==> src/rtl/seq_alu_if.sv <==
// Handshake bundle for seq_alu: operand/opcode request side and result/flags response side.
interface seq_alu_if #(
    parameter int N = 32
);
    logic         in_valid;
    logic         in_ready;
    logic [3:0]   op;
    logic [N-1:0] x;
    logic [N-1:0] y;
    logic         out_valid;
    logic         out_ready;
    logic [N-1:0] z;
    logic         co;
    logic         zero;
    logic         ovf;
    logic         neg;

    modport master (
        output in_valid, op, x, y, out_ready,
        input  in_ready, out_valid, z, co, zero, ovf, neg
    );

    modport slave (
        input  in_valid, op, x, y, out_ready,
        output in_ready, out_valid, z, co, zero, ovf, neg
    );
endinterface

==> src/rtl/seq_alu.sv <==
// Handshaked ALU: single-cycle logic/arith ops, N-step shift-add multiply and
// restoring divide, registered result plus zero/carry/overflow/negative flags.
module seq_alu #(
    parameter int N  = 32,
    parameter int CW = 6
) (
    input  logic     clk,
    input  logic     rst,
    seq_alu_if.slave bus
);
    typedef enum logic [1:0] {IDLE, BUSY, DONE} state_t;

    state_t         state_q, state_d;
    logic [1:0]     op_q, op_d;
    logic [N-1:0]   a_q, a_d;
    logic [N-1:0]   b_q, b_d;
    logic [2*N-1:0] acc_q, acc_d;
    logic [N-1:0]   rem_q, rem_d;
    logic [CW-1:0]  cnt_q, cnt_d;
    logic [N-1:0]   z_q, z_d;
    logic           co_q, co_d;
    logic           ovf_q, ovf_d;

    logic [N:0]     add_w, sub_w;
    logic [N:0]     mul_sum;
    logic [2*N-1:0] mul_next;
    logic [N:0]     div_sh, div_diff;
    logic           div_ge;
    logic [2*N-1:0] div_acc_next;
    logic [N-1:0]   rem_next;
    logic           last_step;

    assign add_w = {1'b0, bus.x} + {1'b0, bus.y};
    assign sub_w = {1'b0, bus.x} - {1'b0, bus.y};

    // Multiply: low half of acc starts as the multiplier and is consumed LSB first.
    assign mul_sum  = {1'b0, acc_q[2*N-1:N]} + (acc_q[0] ? {1'b0, a_q} : {(N+1){1'b0}});
    assign mul_next = {mul_sum, acc_q[N-1:1]};

    // Divide: low half of acc starts as the dividend and fills with quotient bits.
    // A zero divisor naturally yields all-ones quotient and remainder == x.
    assign div_sh       = {rem_q, acc_q[N-1]};
    assign div_ge       = div_sh >= {1'b0, b_q};
    assign div_diff     = div_sh - {1'b0, b_q};
    assign div_acc_next = {acc_q[2*N-1:N], acc_q[N-2:0], div_ge};
    assign rem_next     = div_ge ? div_diff[N-1:0] : div_sh[N-1:0];

    assign last_step = (cnt_q == CW'(N - 1));

    always_comb begin
        state_d = state_q;
        op_d    = op_q;
        a_d     = a_q;
        b_d     = b_q;
        acc_d   = acc_q;
        rem_d   = rem_q;
        cnt_d   = cnt_q;
        z_d     = z_q;
        co_d    = co_q;
        ovf_d   = ovf_q;
        case (state_q)
            IDLE: begin
                if (bus.in_valid) begin
                    op_d = bus.op[1:0];
                    if (bus.op[3:2] == 2'b10) begin
                        state_d = BUSY;
                        a_d     = bus.x;
                        b_d     = bus.y;
                        acc_d   = {{N{1'b0}}, (bus.op[1] ? bus.x : bus.y)};
                        rem_d   = '0;
                        cnt_d   = '0;
                    end else begin
                        state_d = DONE;
                        z_d     = '0;
                        co_d    = 1'b0;
                        ovf_d   = 1'b0;
                        case (bus.op)
                            4'b0000: begin
                                z_d   = add_w[N-1:0];
                                co_d  = add_w[N];
                                ovf_d = (bus.x[N-1] == bus.y[N-1]) && (add_w[N-1] != bus.x[N-1]);
                            end
                            4'b0001: begin
                                z_d   = sub_w[N-1:0];
                                co_d  = sub_w[N];
                                ovf_d = (bus.x[N-1] != bus.y[N-1]) && (sub_w[N-1] != bus.x[N-1]);
                            end
                            4'b0010: z_d = bus.x & bus.y;
                            4'b0011: z_d = bus.x | bus.y;
                            4'b0100: z_d = bus.x ^ bus.y;
                            4'b0101: z_d = {{(N-1){1'b0}}, ($signed(bus.x) < $signed(bus.y))};
                            4'b0110: z_d = {{(N-1){1'b0}}, (bus.x < bus.y)};
                            4'b0111: z_d = ~(bus.x | bus.y);
                            default: z_d = '0;
                        endcase
                    end
                end
            end
            BUSY: begin
                cnt_d = cnt_q + CW'(1);
                if (op_q[1]) begin
                    acc_d = div_acc_next;
                    rem_d = rem_next;
                end else begin
                    acc_d = mul_next;
                end
                if (last_step) begin
                    state_d = DONE;
                    co_d    = 1'b0;
                    ovf_d   = 1'b0;
                    case (op_q)
                        2'b00:   z_d = mul_next[N-1:0];
                        2'b01:   z_d = mul_next[2*N-1:N];
                        2'b10:   z_d = div_acc_next[N-1:0];
                        default: z_d = rem_next;
                    endcase
                end
            end
            DONE: begin
                if (bus.out_ready) state_d = IDLE;
            end
            default: state_d = IDLE;
        endcase
    end

    always_ff @(posedge clk or posedge rst) begin
        if (rst) begin
            state_q <= IDLE;
            op_q    <= '0;
            a_q     <= '0;
            b_q     <= '0;
            acc_q   <= '0;
            rem_q   <= '0;
            cnt_q   <= '0;
            z_q     <= '0;
            co_q    <= 1'b0;
            ovf_q   <= 1'b0;
        end else begin
            state_q <= state_d;
            op_q    <= op_d;
            a_q     <= a_d;
            b_q     <= b_d;
            acc_q   <= acc_d;
            rem_q   <= rem_d;
            cnt_q   <= cnt_d;
            z_q     <= z_d;
            co_q    <= co_d;
            ovf_q   <= ovf_d;
        end
    end

    assign bus.in_ready  = (state_q == IDLE);
    assign bus.out_valid = (state_q == DONE);
    assign bus.z         = z_q;
    assign bus.co        = co_q;
    assign bus.ovf       = ovf_q;
    assign bus.zero      = (z_q == '0);
    assign bus.neg       = z_q[N-1];
endmodule

==> src/flat_wrapper.sv <==
// flat-port wrapper written by rule: the top's interface ports become plain ports
module seq_alu_flat 
#(
    parameter int N  = 32,
    parameter int CW = 6
)
  (clk, rst, bus_in_valid, bus_op, bus_x, bus_y, bus_out_ready, bus_in_ready, bus_out_valid, bus_z, bus_co, bus_zero, bus_ovf, bus_neg);
  seq_alu_if #(.N(N)) bus_i ();
  input  logic clk;
  input  logic rst;
  input wire logic [$bits(bus_i.in_valid)-1:0] bus_in_valid;
  input wire logic [$bits(bus_i.op)-1:0] bus_op;
  input wire logic [$bits(bus_i.x)-1:0] bus_x;
  input wire logic [$bits(bus_i.y)-1:0] bus_y;
  input wire logic [$bits(bus_i.out_ready)-1:0] bus_out_ready;
  output wire logic [$bits(bus_i.in_ready)-1:0] bus_in_ready;
  output wire logic [$bits(bus_i.out_valid)-1:0] bus_out_valid;
  output wire logic [$bits(bus_i.z)-1:0] bus_z;
  output wire logic [$bits(bus_i.co)-1:0] bus_co;
  output wire logic [$bits(bus_i.zero)-1:0] bus_zero;
  output wire logic [$bits(bus_i.ovf)-1:0] bus_ovf;
  output wire logic [$bits(bus_i.neg)-1:0] bus_neg;
  assign bus_i.in_valid = bus_in_valid;
  assign bus_i.op = bus_op;
  assign bus_i.x = bus_x;
  assign bus_i.y = bus_y;
  assign bus_i.out_ready = bus_out_ready;
  assign bus_in_ready = bus_i.in_ready;
  assign bus_out_valid = bus_i.out_valid;
  assign bus_z = bus_i.z;
  assign bus_co = bus_i.co;
  assign bus_zero = bus_i.zero;
  assign bus_ovf = bus_i.ovf;
  assign bus_neg = bus_i.neg;
  seq_alu #(.N(N), .CW(CW)) u_core (.clk(clk), .rst(rst), .bus(bus_i));
endmodule
==> config.mk <==
export PLATFORM = sky130hd
export DESIGN_NAME = seq_alu_flat
export DESIGN_NICKNAME = d
export VERILOG_FILES = /design/src/rtl/seq_alu_if.sv /design/src/rtl/seq_alu.sv /design/src/flat_wrapper.sv
export SDC_FILE = /design/constraint.sdc
export NUM_CORES = 1
export LEC_CHECK = 0
export CAP_MARGIN = 10
export CORE_ASPECT_RATIO = 0.7
export CORE_UTILIZATION = 45
export CTS_BUF_LIST = sky130_fd_sc_hd__clkbuf_4 sky130_fd_sc_hd__clkbuf_8 sky130_fd_sc_hd__clkbuf_16
export DETAILED_ROUTE_END_ITERATION = 7
export HOLD_SLACK_MARGIN = 0.1
export PLACE_DENSITY_LB_ADDON = 0.25
export SLEW_MARGIN = 30
export SYNTH_ARGS = -nofsm -noshare
export SYNTH_HDL_FRONTEND = slang
export SYNTH_SLANG_ARGS = --single-unit
==> constraint.sdc <==
create_clock -name clk -period 22.4 [get_ports clk]
set_clock_uncertainty 0.15 [all_clocks]
set_input_delay 4.48 -clock clk [delete_from_list [all_inputs] [get_ports clk]]
set_output_delay 4.48 -clock clk [all_outputs]
set_load 0.05 [all_outputs]
==> impl_metrics.toml <==
[routing]
via_per_inst = 6.34
finalWirelength_mm = 73.7
postRouteAntennaNets = 0
drt_iter0_drc = 2324
drt-pass1-iter-count = 6
vias = 18500
drc_errors = 0
wl_per_cell_um = 25.2

[cells_and_area]
multi_input_area_mm2 = 0.0123
drive_gt1_frac = 0.0541
stdcell_count = 2923
seq_area_mm2 = 0.00511
final_util = 0.516
fillers = 3926
nNetsFinal = 2622
syn_to_final_growth_pct = 11.7

[setup_path]
slowest_delay_ns = 0.65
arrival_ns = 8.48
r2r-end = "u_core.bus.z[26]"
crit_path_cell_trace = "clkdlybuf4s50_1, inv_1, ha_1, nand3_1, a2111oi_2, nor2_1, a31oi_1, o31a_1, nand3_1, mux2i_1, o22ai_1, o211a_1, a221o_1"
worstReg2RegStart = "u_core.acc_q[31]"
cp_max_fo = 10
cp_top_family = "compound AO/OA/AOI/OAI gates"
setup.worst_path.start_class = "input port"
path_buf_inv = 2
path_class = "input port to register"
cpMostUsedCell = "nand3_1"
r2r_cells = 14
crit_path_end_kind = "register"
r2r_setup_slack_ns = 17.83
required_ns = 22.68
cpMaxStageDelayCell = "clkdlybuf4s50_1"

[timing]
hold_viol = 0
holdWs_ns = 0.322
period_minus_slack_ns = 8.20
clock.fmax_ghz = 0.122
fin_setup_tns_ns = 0
maxSlewHeadroom = 0.263
rsz0062_at_grt = "no"
min_period_over_period = 0.366
final_max_slew_viol_count = 0
setup_violations = 0
max_slew.worst_pin.slew_ns = 1.10

[floorplan]
die_area_mm2 = 0.0420
coreArea_mm2 = 0.0401
die_x_um = 245
die_h_um = 172
initial_core_util = 0.462
core.rowCount = 61
io_pins = 110

[synthesis]
yosysSeqAreaShare = 0.275
ys_ff_latch = 204
ys_dominant_reg_cell = "dfrtp_1"
ys_async_sr_fraction = 1.00
synth_area_leader_cell = "dfrtp_1"
ys_types = 86
synth.top_cell.area_share = 0.275
synth_cells = 2354
synth_nets = 2608
syn-cell-area_mm2 = 0.0185
synth-edff-count = 0
synthTopCellsByArea = "dfrtp_1 28%, ha_1 12%, o21ai_0 7.2%"
synth.avg_cell_area_um2 = 7.88
ys_warn_count = 0

[cts]
cts_root_buffer = "clkbuf_16"
clock-sinks = 204
numCtsBuffers = 24
post_cts_resized = 0
post-cts-setup-buffers = 0
htreeDepth = 1
cts_tree = "done"
hold_buffers = 0
clkLatencyLatePin_ns = 0.57
clk_path_buf_depth = 3
clk_pin_slew_ns = 0.06

[job]
cap_viol_max_count = 0

[global_routing]
grt_pass1_vias = 17100
grtUsageTotal = 0.346
antenna_found_initial = 8
grt_pass1_wl_mm = 109
gr-total-overflow = 0
grt_max_degree = 134

[hold_path]
hp-class = "register to register"
min_to = "u_core.a_q[28]"
holdPathStages = 2
hp-start = "u_core.a_q[28]"

[placement]
place_inst = 2877
gp_congestion = 0.973
dp_hpwl_mm = 56.4
portBuffers = 109

[power_and_ir_drop]
power.leakage_nw = 9.59
power_w = 0.00237
ir_drop_v = 0.0000629
power-per-cell-area_mw_per_mm2 = 114

[run_status]
status = "complete, no violations"
sequential cells by signal (all words and copies together) (netlist names):
signal,cells
u_core.bus.z,32
u_core.bus.ovf,1
u_core.acc_q,64
u_core.bus.co,1
u_core.rem_q,32
u_core.state_q,2
u_core.a_q,32
u_core.b_q,32
u_core.op_q,2
u_core.cnt_q,6
per-layer routing:
metal  wire length, um  vias up  GRT usage
met5                19        -          0
met4              1470        2     0.0728
met3             11400       97      0.165
met2             27500     1034      0.450
met1             33400     8899      0.505
li1                  -     8486          -
power by group:
group | switching, W | internal, W
clock | 0.000182 | 0.000237
combinational | 0.000827 | 0.000443
sequential | 0.000171 | 0.000507
total | 0.00118 | 0.00119
metrics by stage:
step	worst slack, ns	instance area (um^2)
after global placement	13.75	19900
after detailed placement	13.81	19900
after CTS	14.36	20700
after global routing	14.06	20700
final	14.20	20700
after floorplan	12.20	18500
worst max-delay path by stage:
stage	start	endpoint	slack, ns	cells after the start
6_report	bus_x[9]	u_core.bus.z[30]	14.20	13
3_5_place_dp	bus_x[9]	u_core.bus.z[30]	13.81	13
4_1_cts	bus_x[9]	u_core.bus.z[30]	14.36	13
3_3_place_gp	bus_op[2]	u_core.bus.z[31]	13.75	10
5_1_grt	bus_y[0]	u_core.bus.z[30]	14.06	14
2_1_floorplan	rst	u_core.a_q[0]	12.20	1
worst reg2reg max path, stage by stage (launching register included):
cell      delay, ns
dfrtp_1        0.43
inv_1          0.21
ha_1           0.27
inv_1          0.07
fa_1           0.41
a21oi_1        0.21
o221ai_1       0.23
a31oi_1        0.39
o31a_1         0.34
o311ai_0       0.15
a21oi_1        0.19
xor2_1         0.16
o21ai_0        0.23
o21ai_0        0.80
nand3_1        0.16
final cells by class:
| cell class | count | area share |
|---|---|---|
| repair buffers | 130 | 0.0604 |
| flip-flops and latches | 204 | 0.247 |
| clock inverters | 12 | 0.00677 |
| well taps | 535 | 0.0323 |
| clock buffers | 32 | 0.0325 |
| inverters | 154 | 0.0285 |
| multi-input cells | 1854 | 0.593 |
| diodes | 2 | 0.000242 |
Yosys cell counts (all sizes together), types with 9 or more instances:
cell / number
o21ai: 268
o211ai: 22
and2: 39
o22ai: 9
o221ai: 10
a21oi: 217
xnor2: 47
a21o: 40
a211o: 15
a211oi: 19
mux2i: 57
mux2: 29
xor2: 29
buf: 36
a22oi: 16
clkbuf: 106
nand3: 43
a22o: 29
nand2b: 20
nor2: 182
nor2b: 11
a221o: 9
nand4: 18
ha: 178
nor3: 31
inv: 152
dfrtp: 204
nand2: 272
o31ai: 19
a31oi: 20
a221oi: 32
o21bai: 24
nor4: 17
o311ai: 11
logic make-up (layout without fill, tap and decap cells):
logic type / after synthesis / after routing / synth area share
fa+ha+maj: 182 / 182 / 0.124
mux: 87 / 87 / 0.0496
xor+xnor: 76 / 76 / 0.0359
simple gates: 673 / 673 / 0.163
other cells: 0 / 2 / 0
buf+inv: 296 / 328 / 0.0641
compound gates: 836 / 836 / 0.288
flops: 204 / 204 / 0.275
cells in the final DEF (no fill, tap or decap), types with 19 or more instances in the layout:
| cell type | synthesis | final |
|---|---|---|
| dfrtp_1 | 204 | 203 |
| nor2_1 | 182 | 181 |
| a21o_1 | 40 | 40 |
| a221oi_1 | 31 | 31 |
| o211ai_1 | 22 | 22 |
| nand2_1 | 271 | 270 |
| o21ai_0 | 267 | 267 |
| xnor2_1 | 47 | 47 |
| clkbuf_16 | 0 | 24 |
| xor2_1 | 29 | 29 |
| nand2b_1 | 20 | 20 |
| nand3_1 | 42 | 42 |
| mux2_2 | 29 | 29 |
| mux2i_1 | 57 | 57 |
| and2_1 | 37 | 38 |
| o21bai_1 | 24 | 24 |
| a21oi_1 | 216 | 216 |
| a22o_1 | 29 | 29 |
| clkdlybuf4s50_1 | 0 | 108 |
| nor3_1 | 31 | 31 |
| inv_1 | 150 | 149 |
| buf_4 | 15 | 19 |
| a31oi_1 | 20 | 20 |
| ha_1 | 178 | 178 |
Note: power is estimated with default switching activity, not from simulation.
==> RTL change 1: new RTL, config.mk and constraints unchanged <==
`N` is set to 32 in 3 places; all go to 16.
--- a/src/rtl/seq_alu_if.sv
+++ b/src/rtl/seq_alu_if.sv
@@ -1,6 +1,6 @@
 // Handshake bundle for seq_alu: operand/opcode request side and result/flags response side.
 interface seq_alu_if #(
-    parameter int N = 32
+    parameter int N = 16
 );
     logic         in_valid;
     logic         in_ready;
--- a/src/rtl/seq_alu.sv
+++ b/src/rtl/seq_alu.sv
@@ -1,7 +1,7 @@
 // Handshaked ALU: single-cycle logic/arith ops, N-step shift-add multiply and
 // restoring divide, registered result plus zero/carry/overflow/negative flags.
 module seq_alu #(
-    parameter int N  = 32,
+    parameter int N  = 16,
     parameter int CW = 6
 ) (
     input  logic     clk,
--- a/src/flat_wrapper.sv
+++ b/src/flat_wrapper.sv
@@ -1,7 +1,7 @@
 // flat-port wrapper written by rule: the top's interface ports become plain ports
 module seq_alu_flat 
 #(
-    parameter int N  = 32,
+    parameter int N  = 16,
     parameter int CW = 6
 )
   (clk, rst, bus_in_valid, bus_op, bus_x, bus_y, bus_out_ready, bus_in_ready, bus_out_valid, bus_z, bus_co, bus_zero, bus_ovf, bus_neg);
Ports: changed (resized bus_x, bus_y and bus_z); port bits go from 110 to 62. The function was not compared with the original's and may differ.
==> RTL change 1 against the original RTL <==
Sequential cell count down 96. Maximum frequency rose by 3.1%. Sequential power down 47%. Worst hold slack gained 3.0 ps. Cell area down 48%. Critical path depth down 2. Routed wire length fell by 57%. Largest power group unchanged. Total power decreased by 44%. Register-to-register slack improved by 380 ps. Die area fell by 48%. Sequential share of layout area up 0.52 points. Setup slack better by 250 ps. Synthesized area shrank 48%.
==> RTL change 1: results (changes against the original RTL) <==
hold_sp: u_core.a_q[12]
share of cells above drive strength 1: 5.228% (-0.18 points)
Post-Place Worst Slack: 14180 ps (+366.5 ps)
Max-Slew Margin vs Limit: 31.26% (+5.0 points)
largest vdd supply drop: 0.0001084 V (+72%)
Met3 Wirelength: 2786 um (-75%)
Seq/Total Area, Yosys: 28.08% (+0.55 points)
antenna cells: 0 (-2)
Synth Area in Adders: 12.53% (+0.090 points)
synth unique cells: 73 (-15%)
crit-path max cell delay: 590 ps (-60 ps)
initial antenna violation count: 0 (-8)
Top Layer Used: met4
Worst Slack Setup Final: 14450 ps (+246.7 ps)
first-pass GRT wire length: 49480 um (-55%)
fraction of area in multi-input gates: 59.20% (about the same)
clock-cell share of area: 2.798% (-1.1 points)
DR WL met2: 13100 um (-52%)
WP data arrival: 8050 ps (-430 ps)
reg-to-reg slack, setup: 18210 ps (+380 ps)
mux contribution to synthesized area: 6.826% (+1.9 points)
seq_cells: 108 (-47%)
routing usage on met2: 41.11% (-3.9 points)
Reg2Reg Depth: 12 (-2)
Leak: 4.865 nW (-49%)
DP HPWL: 24450 um (-57%)
Clock Tree Buf Depth: 2 (-1)
reg2reg start: u_core.acc_q[0]
Non-CTS buffers: 75 (-42%)
IO Port Bufs: 61 (-44%)
largest net degree at the start of global routing: 80 (-40%)
vias: 8991 (-51%)
vias in the first global route: 8257 (-52%)
Compound-Gate Fraction of Synth Area: 25.09% (-3.7 points)
Clock Latency Late Sink: 370 ps (-200 ps)
CTS H-tree depth: 3 (+2)
wire per inst: 21.47 um (-15%)
Synthesized Nets: 1294 (-50%)
Post-Synth XOR/XNOR Area: 4.733% (+1.1 points)
status: complete, no violations
WHS Endpoint: u_core.a_q[12]
Total GRT Usage: 29.27% (-5.4 points)
FF/Latch Area: 2704 sq um (-47%)
initial DRC count: 1237 (-47%)
CP Launch Point: bus_y[1]
CTS buffer count: 9 (-63%)
Logic inverters: 82 (-47%)
RTL change 1: cell count changes after synthesis, moves of 68 or more:
cell and delta:
o21ai_0 -164, a21oi_1 -158, nand2_1 -146, nor2_1 -123
dfrtp_1 -96, ha_1 -88, inv_1 -68
RTL change 1: through the flow:
step	utilization, %	cells	hold WS [ps]	total power [mW]	area [sq um]
after floorplan	-	1160	292.4	0.9296	9623
final	51.45	1462	325.1	1.333	10730
after global placement	49.96	1446	307.6	1.142	10430
after detailed placement	50.01	1446	317.2	1.155	10430
after CTS	51.45	1462	333.6	1.327	10730
after global routing	51.45	1462	363.7	1.432	10730
RTL change 1: report_power, final:
| group | switching [mW] | internal, mW | total [mW] |
|---|---|---|---|
| Clock | 0.0787 | 0.0899 | 0.169 |
| Sequential | 0.0868 | 0.275 | 0.362 |
| Combinational | 0.489 | 0.314 | 0.802 |
| Total | 0.654 | 0.679 | 1.33 |
==> RTL change 2: new RTL, config.mk and constraints unchanged <==
Without the edit above. The 3 states of `state_t` get a one-hot encoding in 3 bits.
--- a/src/rtl/seq_alu.sv
+++ b/src/rtl/seq_alu.sv
@@ -8,7 +8,7 @@
     input  logic     rst,
     seq_alu_if.slave bus
 );
-    typedef enum logic [1:0] {IDLE, BUSY, DONE} state_t;
+    typedef enum logic [2:0] {IDLE = 3'b001, BUSY = 3'b010, DONE = 3'b100} state_t;
 
     state_t         state_q, state_d;
     logic [1:0]     op_q, op_d;
Check against the original RTL: no difference found for any inputs over 4 cycles, from zero or initial values and one cycle with rst high; so few cycles prove little.
==> RTL change 2 against the original RTL <==
The run now ends with design-rule violations left. Setup slack lost 150 ps. Synthesized area is 2.5% higher. Cell area is 2.6% higher. Global-route usage rose by 0.53 points. Routed wire length increased by 4.7%. Worst hold slack better by 8.0 ps. Sequential power is 13% lower. Core utilization shrank 0.19 points. Total power fell by 15%. Highest routed layer is now met4. Sequential cell count grew 1.
==> RTL change 2: results (changes against the original RTL) <==
vias in the first global route: 18.05k (+5.4%)
CTS buffer count: 23 (-4.2%)
Seq/Total Area, Yosys: 27.00% (-0.54 points)
top post-synthesis cells by area: dfrtp_1 27%, ha_1 12%, o21ai_0 7.6%, nand2_1 5.7%, a21oi_1 4.5%
synth unique cells: 104 (+21%)
placed cells: 2944 (+2.3%)
Post-Place Worst Slack: 13700 ps (-118.1 ps)
Synthesized Nets: 2656 (+1.8%)
RR Endpoint: u_core.bus.z[28]
# DRC: 8 (+8)
initial DRC count: 2301 (-0.99%)
wire per inst: 25.87 um (+2.6%)
synth cell count leaders: 290 x o21ai_0, 289 x nand2_1, 204 x dfrtp_1
Cell Count, Final, Fillers Out: 2985 (+2.1%)
GP Congestion: 1.061 (+9.0%)
hold_sp: u_core.a_q[11]
Pre-Repair DR Iteration Count: 8 (+2)
WP data arrival: 8620 ps (+140 ps)
Filler cells: 4091 (+4.2%)
initial antenna violation count: 0 (-8)
antenna cells: 0 (-2)
Total GRT Usage: 35.16% (+0.53 points)
Tightest Pin Transition: 1048 ps (-54.04 ps)
Via density: 6.502 (+2.6%)
CP top delay family: simple AND/OR/NAND/NOR gates
Avg Inst Size Synth: 7.913 sq um (+0.47%)
failing checks: design-rule violations
Crit Path Max Fanout: 4 (-6)
largest net degree at the start of global routing: 74 (-45%)
crit-path max cell delay: 570 ps (-80 ps)
Leak: 9.365 nW (-2.3%)
WHS Endpoint: u_core.a_q[11]
status: complete, but fails checks
DP HPWL: 59180 um (+4.9%)
==> RTL change 2: cell count changes in the layout (fill, tap and decap cells not counted), sizes merged, moves of 12 or more <==
cell,before,now
a21oi,217,175
o211ai,22,58
o21ai,268,302
mux2i,57,24
nor2,182,161
nand2,272,289
o21a,8,20
==> RTL change 2: tightest hold or removal path, delay by kind of cell, from the launching register on <==
kind	cells	cell delay, ps
compound gates	1	60
flops	1	340
simple gates	1	40
==> RTL change 2: power groups by stage <==
stage	Clock, mW	Combinational, mW	Sequential (mW)
2_1_floorplan	0	0.647	0.611
3_3_place_gp	0	0.985	0.589
3_5_place_dp	0	1.00	0.593
4_1_cts	0.389	1.01	0.588
5_1_grt	0.404	1.11	0.601
6_report	0.389	1.03	0.593
==> RTL change 2: kinds of logic (layout without fill, tap and decap cells) <==
logic type               after synthesis  in the layout  share of synthesized area, %
AO/OA/AOI/OAI                        885            885                         30.73
AND/OR/NAND/NOR                      703            703                         17.10
buffers and inverters                293            332                         6.122
flip-flops                           205            205                         27.00
adder cells (fa/ha/maj)              182            182                         12.14
XOR/XNOR                              75             75                         3.456
multiplexers                          59             59                         3.456
==> RTL change 2: worst max path at each step <==
stage                   from               end  slack (ps)  cells past startpoint
floorplan                rst     u_core.a_q[0]       12180                      1
global placement    bus_y[0]     u_core.bus.co       13640                     14
detailed placement  bus_y[9]     u_core.bus.co       13700                     12
CTS                 bus_y[9]     u_core.bus.co       14240                     12
global route        bus_y[8]  u_core.bus.z[25]       13930                     13
finish              bus_x[0]   u_core.bus.z[0]       14050                     14
==> RTL change 2: routing by layer <==
layer	wire (um)	GRT usage, %	vias to the layer above
met5	0	0	-
met1	34190	51.82	9360
met2	31600	49.80	1116
met3	7754	6.577	163
met4	3667	14.44	0
li1	-	-	8768
==> RTL change 2: metrics by stage <==
stage	area, sq um	util (%)
finish	21240	51.37
global route	21240	51.37
CTS	21200	51.27
detailed placement	20470	49.52
global placement	20460	49.49
floorplan	19010	-
==> RTL change 2: area by class of cell <==
type	count	area, sq um	share of cell area (%)
clock buffer	26	604.3	2.845
clock inverter	14	120.1	0.5655
inverter	154	585.6	2.757
multi-input combinational	1904	12790	60.22
sequential	205	5132	24.16
tap	544	680.7	3.204
timing repair buffer	138	1328	6.250
